$ cat src/rtl/masked_pkg.sv
// Shared types for the masked adder datapath: unmasking FSM states and share count.
package masked_pkg;

  localparam int N_SHARES = 2;

  typedef enum logic [1:0] {
    IDLE    = 2'd0,
    COLLECT = 2'd1,
    COMBINE = 2'd2,
    HOLD    = 2'd3
  } state_t;

endpackage : masked_pkg

$ cat src/rtl/share_recombine.sv
// Registered XOR of two share vectors; the only point where the share planes meet.
module share_recombine #(
  parameter int W = 9
) (
  input  logic         clk,
  input  logic         clr,
  input  logic         en,
  input  logic [W-1:0] share_a,
  input  logic [W-1:0] share_b,
  output logic [W-1:0] q
);

  logic [W-1:0] q_reg;

  always_ff @(posedge clk) begin
    if (clr) begin
      q_reg <= '0;
    end else if (en) begin
      q_reg <= share_a ^ share_b;
    end
  end

  assign q = q_reg;

endmodule : share_recombine

$ cat src/rtl/masked_share_unmasker.sv
// Bit-serial unmasking end: collects two share planes LSB first, then recombines
// them once in a registered stage and presents the word over valid/ready.
module masked_share_unmasker
  import masked_pkg::*;
#(
  parameter int WIDTH = 8
) (
  input  logic             clk,
  input  logic             rst_n,
  input  logic             in_valid,
  output logic             in_ready,
  input  logic             in_first,
  input  logic             sum0,
  input  logic             sum1,
  input  logic             carry0,
  input  logic             carry1,
  output logic             out_valid,
  input  logic             out_ready,
  output logic [WIDTH-1:0] out_data,
  output logic             out_carry,
  output logic             overrun,
  output logic             drop
);

  localparam int CW = (WIDTH > 1) ? $clog2(WIDTH) : 1;
  localparam logic [CW-1:0] LAST_IDX = CW'(WIDTH - 1);

  state_t           state_reg;
  logic [CW-1:0]    cnt_reg;
  logic [WIDTH-1:0] share0_reg;
  logic [WIDTH-1:0] share1_reg;
  logic             cshare0_reg;
  logic             cshare1_reg;
  logic             out_valid_reg;
  logic             overrun_reg;
  logic             drop_reg;
  logic             beat;
  logic [WIDTH:0]   combined;

  assign in_ready = rst_n & ((state_reg == IDLE) | (state_reg == COLLECT));
  assign beat     = in_valid & in_ready;

  always_ff @(posedge clk) begin
    if (!rst_n) begin
      state_reg     <= IDLE;
      cnt_reg       <= '0;
      share0_reg    <= '0;
      share1_reg    <= '0;
      cshare0_reg   <= 1'b0;
      cshare1_reg   <= 1'b0;
      out_valid_reg <= 1'b0;
      overrun_reg   <= 1'b0;
      drop_reg      <= 1'b0;
    end else begin
      overrun_reg <= 1'b0;
      drop_reg    <= 1'b0;
      case (state_reg)
        IDLE, COLLECT: begin
          if (beat) begin
            if (in_first) begin
              // A new word (or a restart) always lands at bit 0.
              share0_reg[0] <= sum0;
              share1_reg[0] <= sum1;
              cnt_reg       <= CW'(1);
              overrun_reg   <= (state_reg == COLLECT);
              if (WIDTH == 1) begin
                cshare0_reg <= carry0;
                cshare1_reg <= carry1;
                state_reg   <= COMBINE;
              end else begin
                state_reg <= COLLECT;
              end
            end else if (state_reg == IDLE) begin
              drop_reg <= 1'b1;
            end else begin
              share0_reg[cnt_reg] <= sum0;
              share1_reg[cnt_reg] <= sum1;
              cnt_reg             <= cnt_reg + 1'b1;
              if (cnt_reg == LAST_IDX) begin
                cshare0_reg <= carry0;
                cshare1_reg <= carry1;
                state_reg   <= COMBINE;
              end
            end
          end
        end
        COMBINE: begin
          // Shares are wiped in the same cycle they are consumed.
          share0_reg    <= '0;
          share1_reg    <= '0;
          cshare0_reg   <= 1'b0;
          cshare1_reg   <= 1'b0;
          cnt_reg       <= '0;
          out_valid_reg <= 1'b1;
          state_reg     <= HOLD;
        end
        HOLD: begin
          if (out_ready) begin
            out_valid_reg <= 1'b0;
            state_reg     <= IDLE;
          end
        end
        default: state_reg <= IDLE;
      endcase
    end
  end

  share_recombine #(
    .W(WIDTH + 1)
  ) u_recombine (
    .clk     (clk),
    .clr     (~rst_n),
    .en      (state_reg == COMBINE),
    .share_a ({cshare0_reg, share0_reg}),
    .share_b ({cshare1_reg, share1_reg}),
    .q       (combined)
  );

  assign out_data  = combined[WIDTH-1:0];
  assign out_carry = combined[WIDTH];
  assign out_valid = out_valid_reg;
  assign overrun   = overrun_reg;
  assign drop      = drop_reg;

endmodule : masked_share_unmasker

$ cat config.mk
export PLATFORM = sky130hd
export DESIGN_NAME = masked_share_unmasker
export DESIGN_NICKNAME = d
export VERILOG_FILES = /design/src/rtl/masked_pkg.sv /design/src/rtl/share_recombine.sv /design/src/rtl/masked_share_unmasker.sv
export SDC_FILE = /design/constraint.sdc
export NUM_CORES = 1
export LEC_CHECK = 0
export ABC_AREA = 1
export CORE_AREA = 5 5 90 50
export DETAILED_ROUTE_END_ITERATION = 12
export DIE_AREA = 0 0 95 55
export PLACE_DENSITY = 0.69
export SLEW_MARGIN = 40
export SYNTH_ARGS = -nofsm -noshare
export SYNTH_HDL_FRONTEND = slang
export SYNTH_SLANG_ARGS = --single-unit
export TNS_END_PERCENT = 20
$ cat constraint.sdc
create_clock -name clk -period 1.15 [get_ports clk]
set_input_delay 0.1725 -clock clk [delete_from_list [all_inputs] [get_ports clk]]
set_output_delay 0.1725 -clock clk [all_outputs]
set_load 0.05 [all_outputs]
==> flow_summary.json <==
{
  "status": "complete, but fails checks",
  "violations": "setup timing",
  "clock_latency_ns": 0.29,
  "cts_tree": "yes",
  "end_kind": "output port",
  "dp_hpwl_um": 2971,
  "crit_start": "state_reg[1]",
  "synth_seq_cells": 35,
  "dp_cells": 316,
  "clock_sinks": 35,
  "cts_inserted_buffers": 5,
  "worstMarginPinSlew_ns": 0.3164,
  "worst_setup_path_start_kind": "flop",
  "timing.final.crit_period_ns": 1.226,
  "rsz0062_at_grt": "yes",
  "rows": 16,
  "grtUsageTotal": 0.1749,
  "start_util": 0.4507,
  "avgSynthCellArea_um2": 7.547,
  "drtPass1Iterations": 4,
  "synth_seq_area_share": 0.4220,
  "wl_per_cell_um": 13.67,
  "power_density_nw_per_um2": 1050,
  "synth_nets": 231,
  "yosys.area.top_type": "dfxtp_1",
  "fmax_mhz": 815.6,
  "dp_slack_ns": -0.3880,
  "netlist_area_um2": 1660,
  "grt_overflow": 0,
  "clockRootBuffer": "clkbuf_8",
  "finish.net_count": 285,
  "fill_cells": 282,
  "crit_end": "in_ready",
  "wirelength_um": 4496,
  "dieArea_um2": 5225,
  "ir_worst_vdd_uv": 600.8,
  "criticalPathCategory": "flop to output port",
  "num_vias": 1659,
  "clk_pin_slew_worst_paths_ns": 0.08,
  "antenna_cells": 0,
  "drtIter0Drc": 107,
  "final_common_cell": "nand2_1",
  "vias_per_cell": 5.043,
  "port_buffers": 21,
  "htreeDepth": 2,
  "grt_pass1_vias": 1432,
  "drc": 0,
  "io_pins": 22,
  "cp_max_fo": 4,
  "die_w_um": 95,
  "critical_path_arrival_ns": 1.05,
  "hold_viol_final": 0,
  "grt_pass1_wl_um": 6672,
  "ant_nets": 0,
  "clock_skew_ns": 0.01218,
  "yosys-top-cells-area": "dfxtp_1, a21oi_1, nand2_1",
  "tns_ns": -0.9011,
  "largest_reg_flops": 9,
  "min_path_type": "flop to flop",
  "yosysWarningCount": 0,
  "clk_path_buf_depth": 2,
  "yosys.area.top_type_share": 0.4220,
  "final_util": 0.7089,
  "r2r_cells": 7,
  "rr_startpoint": "state_reg[0]",
  "maxSlewHeadroom": 0.7875,
  "core_region_area_um2": 3684,
  "finalSetupViolations": 24,
  "stdcell_count": 329,
  "post-route-period-util": 1.066,
  "ff2ff_setup_slack_ns": -0.08,
  "most-common-layout-cells": "nand2_1, dfxtp_1, buf_4",
  "grt_max_degree": 22,
  "worst_slack_ns": -0.07602,
  "critPathRequiredTime_ns": 0.98,
  "antenna_found_initial": 0,
  "max-cap-violations": 0,
  "rr_endpoint": "share1_reg[6]",
  "drv_slew": 0,
  "p_leak_uw": 0.001083,
  "gp_congestion": 0.8431,
  "synthCells": 220,
  "dieHeight_um": 55,
  "area_delta_synth_final_pct": 57.27,
  "synthDistinctLibCells": 22,
  "drive_above_1_share": 0.3891
}
[report_power, final]
part	switching (uW)	internal, uW
Sequential	33.8	1240
Combinational	321	264
Clock	456	423
Total	811	1930
[per-layer routing]
| layer | routed length, um | global-route usage | up-vias |
|---|---|---|---|
| met3 | 234 | 0.05541 | 8 |
| met4 | 74 | 0.07177 | 0 |
| met5 | 0 | 0 | - |
| met1 | 2257 | 0.2376 | 761 |
| li1 | - | - | 849 |
| met2 | 1930 | 0.2579 | 41 |
[layout make-up]
class	count	area [um^2]	share of cell area
clock buffers	6	72.57	0.02779
inverters	22	92.59	0.03546
repair buffers	56	655.6	0.2511
well taps	54	67.56	0.02587
clock inverters	2	12.51	0.004792
multi-input cells	154	1001	0.3833
flip-flops and latches	35	709.4	0.2717
[worst max-delay path, cell delays in order, from the launching register on]
cell	delay, ns
dfxtp_4	0.39
buf_6	0.13
nor2_4	0.09
buf_12	0.14
[synthesized netlist by cell type]
cell type / n
nor2_1: 17
ha_1: 2
buf_6: 2
nand2_2: 1
nor3_1: 1
nand3_1: 15
nand2_4: 1
buf_4: 2
nand2_1: 39
xnor2_1: 9
inv_1: 19
o21ai_0: 18
nand3_4: 1
buf_2: 4
dfxtp_1: 35
a21oi_1: 30
inv_2: 2
o21ai_2: 1
clkinv_1: 1
clkbuf_1: 1
nand3_2: 5
nand4_1: 14
[worst min path at each step]
stage,startpoint,to,slack (ns),cells past startpoint
2_1_floorplan,rst_n,u_recombine.q[0],0.31,2
3_3_place_gp,share0_reg[5],share0_reg[5],0.46,2
3_5_place_dp,share0_reg[7],share0_reg[7],0.47,2
4_1_cts,in_first,overrun,0.48,4
5_1_grt,share0_reg[1],share0_reg[1],0.49,2
6_report,share0_reg[1],share0_reg[1],0.48,2
[cell families (layout without fill, tap and decap cells)]
kind of cell / Yosys count / count (layout) / share of synthesized area
simple gates: 94 / 94 / 0.2788
compound gates: 49 / 49 / 0.1500
flops: 35 / 35 / 0.4220
buf+inv: 31 / 86 / 0.08666
xor+xnor: 9 / 9 / 0.04748
fa+ha+maj: 2 / 2 / 0.01507
[per-stage QoR]
step / instance area, um^2 / hold slack, ns / total power (uW)
floorplan: 1663 / 0.3109 / 1544
global placement: 2260 / 0.4617 / 1766
finish: 2611 / 0.4799 / 2743
global route: 2611 / 0.4909 / 2877
detailed placement: 2260 / 0.4706 / 1775
CTS: 2430 / 0.4805 / 2685
[timing repair]
action	4_1_cts	5_1_grt
gates resized for setup	32	46
hold buffers	0	0
buffers inserted	0	5
endpoints found under the setup margin	33	33
pin swaps	6	13
No activity file was read; power rests on OpenSTA's default activity.
